`src/rtl/spad_access_ctrl_pkg.sv`:
```
// Shared types and constants for the scratchpad access controller.
// Optional replay feature is enabled with the SPAD_REPLAY_EN macro.
package spad_access_ctrl_pkg;

  typedef enum logic [1:0] {
    IDLE  = 2'd0,
    LOAD  = 2'd1,
    DRAIN = 2'd2,
    DONE  = 2'd3
  } state_t;

  localparam int SPAD_ADDR_BITWIDTH = 4;
  localparam int SPAD_DEPTH         = 1 << SPAD_ADDR_BITWIDTH;

  function automatic int unsigned spad_depth(input int unsigned addr_bits);
    return 32'd1 << addr_bits;
  endfunction

endpackage

```
`src/rtl/spad_access_ctrl_if.sv`:
```
// Bundles the upstream stream, downstream stream and scratchpad port of the controller.
// Valid/ready: a word transfers on a rising clk edge where valid && ready; a
// producer holding valid keeps its data stable until that edge.
interface spad_access_ctrl_if #(
  parameter int DATA_BITWIDTH = 8,
  parameter int ADDR_BITWIDTH = 4
) ();

  logic                     in_valid;
  logic [DATA_BITWIDTH-1:0] in_data;
  logic                     in_ready;

  logic                     out_valid;
  logic [DATA_BITWIDTH-1:0] out_data;
  logic                     out_ready;

  logic                     rf_en;
  logic                     rf_we;
  logic [ADDR_BITWIDTH-1:0] rf_wr_addr;
  logic [ADDR_BITWIDTH-1:0] rf_rd_addr;
  logic [DATA_BITWIDTH-1:0] rf_din;
  logic [DATA_BITWIDTH-1:0] rf_dout;

  // Controller side
  modport master (
    input  in_valid, in_data, out_ready, rf_dout,
    output in_ready, out_valid, out_data,
    output rf_en, rf_we, rf_wr_addr, rf_rd_addr, rf_din
  );

  // Environment side: upstream source, downstream sink and the scratchpad itself
  modport slave (
    output in_valid, in_data, out_ready, rf_dout,
    input  in_ready, out_valid, out_data,
    input  rf_en, rf_we, rf_wr_addr, rf_rd_addr, rf_din
  );

endinterface

```
`src/rtl/spad_access_ctrl_out_reg.sv`:
```
// Single-entry output register: loads when empty or being drained, holds under stall.
module spad_out_reg #(
  parameter int DATA_BITWIDTH = 8
) (
  input  logic                     clk,
  input  logic                     rstN,
  input  logic                     load,
  input  logic [DATA_BITWIDTH-1:0] din,
  input  logic                     out_ready,
  output logic                     out_valid,
  output logic [DATA_BITWIDTH-1:0] out_data
);

  always_ff @(posedge clk or negedge rstN) begin
    if (!rstN) begin
      out_valid <= 1'b0;
      out_data  <= '0;
    end else if (load) begin
      out_valid <= 1'b1;
      out_data  <= din;
    end else if (out_ready) begin
      out_valid <= 1'b0;
    end
  end

endmodule

```
`src/rtl/spad_access_ctrl.sv`:
```
// Load-then-drain sequencer for the PE scratchpad; owns all en/we/address driving.
// Define SPAD_REPLAY_EN to add the reps port and replay the stored words reps+1 times.
module spad_access_ctrl
  import spad_access_ctrl_pkg::*;
#(
  parameter int DATA_BITWIDTH = 8,
  parameter int ADDR_BITWIDTH = 4,
  parameter int REP_BITWIDTH  = 4
) (
  input  logic                    clk,
  input  logic                    rstN,
  input  logic                    start,
`ifdef SPAD_REPLAY_EN
  input  logic [REP_BITWIDTH-1:0] reps,
`endif
  input  logic [ADDR_BITWIDTH:0]  len,
  output logic                    busy,
  output logic                    done,
  output state_t                  state_dbg,
  spad_access_ctrl_if.master      bus
);

  localparam int unsigned DEPTH = spad_depth(ADDR_BITWIDTH);
  localparam logic [ADDR_BITWIDTH:0] DEPTH_L = (ADDR_BITWIDTH+1)'(DEPTH);

  state_t                   state_q;
  logic [ADDR_BITWIDTH:0]   len_q;
  logic [ADDR_BITWIDTH:0]   len_clamped;
  logic [ADDR_BITWIDTH:0]   len_m1;
  logic [ADDR_BITWIDTH-1:0] wr_ptr;
  logic [ADDR_BITWIDTH-1:0] rd_ptr;
  logic [REP_BITWIDTH-1:0]  reps_eff;
  logic [REP_BITWIDTH-1:0]  reps_q;
  logic [REP_BITWIDTH-1:0]  pass_q;
  logic                     issued_all;
  logic                     wr_last;
  logic                     rd_last;
  logic                     last_pass;
  logic                     load_out;
  logic                     out_hs;
  logic                     out_valid;
  logic [DATA_BITWIDTH-1:0] out_data;

`ifdef SPAD_REPLAY_EN
  assign reps_eff = reps;
`else
  assign reps_eff = '0;
`endif

  always_comb begin
    len_clamped = (len > DEPTH_L) ? DEPTH_L : len;
    len_m1      = len_q - 1'b1;
    wr_last     = ({1'b0, wr_ptr} == len_m1);
    rd_last     = ({1'b0, rd_ptr} == len_m1);
    last_pass   = (pass_q == reps_q);
    // Refill the output register whenever it is empty or its word leaves this cycle
    load_out    = (state_q == DRAIN) && !issued_all && (!out_valid || bus.out_ready);
    out_hs      = out_valid && bus.out_ready;
  end

  always_ff @(posedge clk or negedge rstN) begin
    if (!rstN) begin
      state_q    <= IDLE;
      len_q      <= '0;
      wr_ptr     <= '0;
      rd_ptr     <= '0;
      reps_q     <= '0;
      pass_q     <= '0;
      issued_all <= 1'b0;
    end else begin
      case (state_q)
        IDLE: begin
          if (start) begin
            len_q      <= len_clamped;
            wr_ptr     <= '0;
            rd_ptr     <= '0;
            reps_q     <= reps_eff;
            pass_q     <= '0;
            issued_all <= 1'b0;
            state_q    <= (len_clamped == '0) ? DONE : LOAD;
          end
        end
        LOAD: begin
          if (bus.in_valid) begin
            wr_ptr <= wr_ptr + 1'b1;
            if (wr_last) state_q <= DRAIN;
          end
        end
        DRAIN: begin
          if (load_out) begin
            if (rd_last) begin
              rd_ptr <= '0;
              if (last_pass) issued_all <= 1'b1;
              else           pass_q     <= pass_q + 1'b1;
            end else begin
              rd_ptr <= rd_ptr + 1'b1;
            end
          end
          // Once everything is issued the register holds only the final word
          if (issued_all && out_hs) state_q <= DONE;
        end
        DONE: state_q <= IDLE;
        default: state_q <= IDLE;
      endcase
    end
  end

  spad_out_reg #(
    .DATA_BITWIDTH(DATA_BITWIDTH)
  ) u_out_reg (
    .clk      (clk),
    .rstN     (rstN),
    .load     (load_out),
    .din      (bus.rf_dout),
    .out_ready(bus.out_ready),
    .out_valid(out_valid),
    .out_data (out_data)
  );

  assign bus.in_ready   = (state_q == LOAD);
  assign bus.rf_en      = (state_q == DRAIN);
  assign bus.rf_we      = (state_q == LOAD) && bus.in_valid;
  assign bus.rf_wr_addr = wr_ptr;
  assign bus.rf_rd_addr = rd_ptr;
  assign bus.rf_din     = bus.in_data;
  assign bus.out_valid  = out_valid;
  assign bus.out_data   = out_data;

  assign busy      = (state_q != IDLE);
  assign done      = (state_q == DONE);
  assign state_dbg = state_q;

endmodule

```
`src/flat_wrapper.sv`:
```
// flat-port wrapper written by rule: the top's interface ports become plain ports
module spad_access_ctrl_flat import spad_access_ctrl_pkg::*;
#(
  parameter int DATA_BITWIDTH = 8,
  parameter int ADDR_BITWIDTH = 4,
  parameter int REP_BITWIDTH  = 4
)
  (clk, rstN, start, len, busy, done, state_dbg, bus_in_valid, bus_in_data, bus_out_ready, bus_rf_dout, bus_in_ready, bus_out_valid, bus_out_data, bus_rf_en, bus_rf_we, bus_rf_wr_addr, bus_rf_rd_addr, bus_rf_din);
  spad_access_ctrl_if #(.DATA_BITWIDTH(DATA_BITWIDTH), .ADDR_BITWIDTH(ADDR_BITWIDTH)) bus_i ();
  input  logic clk;
  input  logic rstN;
  input  logic start;
  input  logic [ADDR_BITWIDTH:0] len;
  output logic busy;
  output logic done;
  output state_t state_dbg;
  input wire logic [$bits(bus_i.in_valid)-1:0] bus_in_valid;
  input wire logic [$bits(bus_i.in_data)-1:0] bus_in_data;
  input wire logic [$bits(bus_i.out_ready)-1:0] bus_out_ready;
  input wire logic [$bits(bus_i.rf_dout)-1:0] bus_rf_dout;
  output wire logic [$bits(bus_i.in_ready)-1:0] bus_in_ready;
  output wire logic [$bits(bus_i.out_valid)-1:0] bus_out_valid;
  output wire logic [$bits(bus_i.out_data)-1:0] bus_out_data;
  output wire logic [$bits(bus_i.rf_en)-1:0] bus_rf_en;
  output wire logic [$bits(bus_i.rf_we)-1:0] bus_rf_we;
  output wire logic [$bits(bus_i.rf_wr_addr)-1:0] bus_rf_wr_addr;
  output wire logic [$bits(bus_i.rf_rd_addr)-1:0] bus_rf_rd_addr;
  output wire logic [$bits(bus_i.rf_din)-1:0] bus_rf_din;
  assign bus_i.in_valid = bus_in_valid;
  assign bus_i.in_data = bus_in_data;
  assign bus_i.out_ready = bus_out_ready;
  assign bus_i.rf_dout = bus_rf_dout;
  assign bus_in_ready = bus_i.in_ready;
  assign bus_out_valid = bus_i.out_valid;
  assign bus_out_data = bus_i.out_data;
  assign bus_rf_en = bus_i.rf_en;
  assign bus_rf_we = bus_i.rf_we;
  assign bus_rf_wr_addr = bus_i.rf_wr_addr;
  assign bus_rf_rd_addr = bus_i.rf_rd_addr;
  assign bus_rf_din = bus_i.rf_din;
  spad_access_ctrl #(.DATA_BITWIDTH(DATA_BITWIDTH), .ADDR_BITWIDTH(ADDR_BITWIDTH), .REP_BITWIDTH(REP_BITWIDTH)) u_core (.clk(clk), .rstN(rstN), .start(start), .len(len), .busy(busy), .done(done), .state_dbg(state_dbg), .bus(bus_i));
endmodule
```
`config.mk`:
```
export PLATFORM = sky130hd
export DESIGN_NAME = spad_access_ctrl_flat
export DESIGN_NICKNAME = d
export VERILOG_FILES = /design/src/rtl/spad_access_ctrl_pkg.sv /design/src/rtl/spad_access_ctrl_if.sv /design/src/rtl/spad_access_ctrl_out_reg.sv /design/src/rtl/spad_access_ctrl.sv /design/src/flat_wrapper.sv
export SDC_FILE = /design/constraint.sdc
export NUM_CORES = 1
export LEC_CHECK = 0
export ABC_AREA = 0
export CAP_MARGIN = 25
export CORE_MARGIN = 2
export CORE_UTILIZATION = 46
export DETAILED_ROUTE_END_ITERATION = 10
export GPL_ROUTABILITY_DRIVEN = 0
export GPL_TIMING_DRIVEN = 0
export PLACE_DENSITY = 0.8
export SETUP_SLACK_MARGIN = 0.1
export SLEW_MARGIN = 20
export SYNTH_ARGS = -nofsm -noshare
export SYNTH_HDL_FRONTEND = slang
export SYNTH_SLANG_ARGS = --single-unit
```
`constraint.sdc`:
```
create_clock -name clk -period 2.36 [get_ports clk]
set_clock_uncertainty 0.2 [all_clocks]
set_input_delay 0.472 -clock clk [delete_from_list [all_inputs] [get_ports clk]]
set_output_delay 0.472 -clock clk [all_outputs]
set_load 0.02 [all_outputs]
```
==> results.toml <==
[global_route]
grtUsageTotal_pct = 20.43
overflow = 0
grt_pass1_wl_um = 6837
grt_pass1_vias = 1520
grt_max_degree = 30
antenna_found_initial = 0

[power]
clkPwrFrac_pct = 13.4
ir_drop_mv = 0.7233
power_mw = 3.336
combPwrFrac_pct = 59.6
cellPowerDensity_nw_per_um2 = 1306
p_int_mw = 1.933
p_sw_mw = 1.403
netSwitchingFraction_pct = 42.06
p_leak_nw = 1.064
seqPwrFrac_pct = 27.0

[yosys]
yosysSeqAreaShare_pct = 40.53
syn_nets = 218
ys_seq_elements = 29
netlist_instances = 182
ys_types = 43
synth_edf_count = 0
yosys_warnings = 0
avgSynthCellArea_um2 = 9.838
synth_ff_type = "dfrtp_1"
netlist_area_um2 = 1790
ys_async_sr_fraction_pct = 100.0

[cts]
clk_pin_slew_ns = 0.07
numCtsBuffers = 5
htree_levels = 2
cts_tree = "done"
cts_sinks = 29
hold_buffers = 0
cts-root-buf = "clkbuf_8"
max-clock-path-buffers = 2
clkLatencyLatePin_ns = 0.28

[timing]
max_freq_mhz = 446.5
period_share_pct = 94.90
worst_pin_slew_ns = 0.6919
min_period_ns = 2.240
relSlewSlack_pct = 53.77
setup_viol_count_final = 0
hold_viol = 0
tns_ns = 0
finalWorstSetupSlack_ns = 0.1203
final-max-slew-violation-count = 0
rsz0062_at_grt = "true"

[floorplanning]
num_rows = 22
fp.dieW_um = 66.39
io_pins = 58
die_y_um = 66.39
initial_core_util_pct = 48.54
die-area_um2 = 4408
coreArea_um2 = 3689

[placement]
place_ws_ns = -0.08797
io_buffers = 48
dpl.hpwl_um = 2868

[worst_setup_path]
required_ns = 2.30
critPathSlowestCell = "dfrtp_2"
critPathArrivalTime_ns = 2.18
crit_chain = "inv_1, ha_4, nor3b_4, xnor2_2, nand4_4, buf_4, nor4_1, a211oi_2"
critPathTopFamily = "simple AND/OR/NAND/NOR gates"
start_kind = "register"
crit_fanout = 8
critical_path_class = "reg2reg"
cp.buffers_inverters = 2
max_stage_delay_ns = 0.42
worstSetupEndpointType = "register"

[route]
drc_errors = 0
wirelength_um = 4133
initialDrtViolationCount = 60
drt-wirelength-per-cell_um = 14.20
num_vias = 1538
dr.pass1.iters = 4
detail-route-antenna-nets = 0
post_drt_via_cell_ratio = 5.285

[finish]
area_growth_pct = 42.70
postLayoutCoreUtil_pct = 69.27
nFillCells = 311
antenna_cells = 0
final_nets = 278
drive_above_1_share_pct = 23.46

[outcome]
status = "complete, no violations"

[job]
cap_violations = 0

[min_path]
min_path_type = "in2async"
timing repair:
action,in CTS,in global routing
cloned,0,0
pin swaps,0,4
gates resized for setup,11,17
endpoints found under the setup margin,10,16
buffers inserted,2,3
cells in the final DEF, fill, tap and decap left out, drive strengths merged, types with 2 or more instances in the layout:
| cell type | Yosys | routed |
|---|---|---|
| dfrtp | 29 | 29 |
| dlygate4sd2 | 0 | 3 |
| and2 | 2 | 2 |
| nor3 | 4 | 4 |
| nor3b | 2 | 2 |
| clkbuf | 4 | 12 |
| nor2b | 2 | 2 |
| nor2 | 6 | 6 |
| a21oi | 3 | 3 |
| nand4 | 3 | 3 |
| or4 | 5 | 5 |
| nand2b | 9 | 9 |
| o211ai | 4 | 4 |
| buf | 9 | 15 |
| mux2 | 10 | 10 |
| o22ai | 2 | 2 |
| o21a | 2 | 2 |
| xnor2 | 7 | 7 |
| o21ai | 14 | 14 |
| inv | 11 | 11 |
| ha | 10 | 10 |
| xnor3 | 2 | 2 |
| nand3 | 8 | 8 |
| a211oi | 2 | 2 |
| clkdlybuf4s50 | 0 | 43 |
| nand3b | 2 | 2 |
| nand2 | 20 | 20 |
worst reg2reg max path, cell delays in order, from the launching register on:
cell and delay (ns):
dfrtp_2 0.42, inv_1 0.11, ha_4 0.17, nor3b_4 0.22, xnor2_2 0.17, nand4_4 0.18, buf_4 0.18, nor4_1 0.36
a211oi_2 0.09
logic make-up (layout without fill, tap and decap cells):
| logic type | count (synthesis) | count (layout) | synth area share, % |
|---|---|---|---|
| buffers and inverters | 24 | 85 | 6.918 |
| AOI/OAI and AO/OA | 31 | 31 | 10.97 |
| DFF | 29 | 29 | 40.53 |
| and+or+nand+nor | 67 | 67 | 20.83 |
| muxes | 11 | 11 | 6.848 |
| xor gates and xnor gates | 10 | 10 | 6.918 |
| adders and majority gates | 10 | 10 | 6.988 |
cell type report:
type                       count  area [um^2]  share of cell area [%]
tap                           48        60.06                   2.351
sequential                    29        729.5                   28.55
clock buffer                   7        96.34                   3.771
multi-input combinational    129         1030                   40.30
buffer                        13        86.33                   3.379
clock inverter                 1        5.005                  0.1959
timing repair buffer          53        504.2                   19.74
inverter                      11        43.79                   1.714
stage by stage:
step	hold WS, ns	area [um^2]	std cells
after global routing	0.07366	2555	291
final	0.02135	2555	291
after global placement	0.2888	2336	278
after floorplan	-0.02359	1795	182
after detailed placement	0.2955	2331	278
after CTS	0.03889	2474	288
registers in the layout (all words and copies together) (netlist names):
name                        cells
u_core.issued_all               1
u_core.bus.rf_rd_addr           4
u_core.state_dbg                2
u_core.u_out_reg.out_valid      1
u_core.pass_q                   4
u_core.bus.rf_wr_addr           4
u_core.u_out_reg.out_data       8
u_core.len_q                    5
cell usage after synthesis, drive strengths merged (2+ instances only):
cell type  instances  area share (%)
clkbuf             4            0.84
nor3b              2            0.84
nor3               4             1.1
nand2             20             4.3
and2               2            0.70
or4                5             2.1
mux2              10             6.3
nand3              8             2.2
nand4              3             1.9
a21oi              3            0.84
dfrtp             29              41
nor2               6             1.4
buf                9             3.8
o21a               2            0.84
a211oi             2            0.84
xnor3              2             2.6
nand3b             2            0.84
ha                10             7.0
xnor2              7             3.8
o211ai             4             1.7
inv               11             2.3
nor2b              2            0.70
o22ai              2             1.0
o21ai             14             3.9
nand2b             9             3.1
routing by layer:
metal  GRT usage, %  vias up  wire length (um)
met5              0        -                 0
met3          5.622        6               261
met2          34.38       47              1963
li1               -      752                 -
met4          6.378        0                46
met1          25.32      733              1861
path summary, 6_finish.rpt:
kind | startpoint | end | slack [ns] | cells after the start
min in group clk | u_core.u_out_reg.out_data[5]$_DFFE_PN0P_ | u_core.u_out_reg.out_data[5]$_DFFE_PN0P_ | 0.31 | 1
max | u_core.len_q[0]$_DFFE_PN0P_ | u_core.pass_q[0]$_DFFE_PN0P_ | 0.12 | 8
max reg2reg | u_core.len_q[0]$_DFFE_PN0P_ | u_core.pass_q[0]$_DFFE_PN0P_ | 0.12 | 8
min reg2reg | u_core.u_out_reg.out_data[5]$_DFFE_PN0P_ | u_core.u_out_reg.out_data[5]$_DFFE_PN0P_ | 0.31 | 1
min | rstN | u_core.u_out_reg.out_valid$_DFFE_PN0P_ | 0.02 | 1
max in group asynchronous | rstN | u_core.len_q[0]$_DFFE_PN0P_ | 1.47 | 1
power by group through the flow:
stage | registers, mW | clock network (mW) | logic (mW)
after floorplan | 1.01 | 0 | 1.07
after global placement | 0.881 | 0 | 1.75
after detailed placement | 0.892 | 0 | 1.78
after CTS | 0.895 | 0.462 | 1.83
after global routing | 0.935 | 0.489 | 2.16
final | 0.900 | 0.448 | 1.99
(Power assumes the default switching activity.)
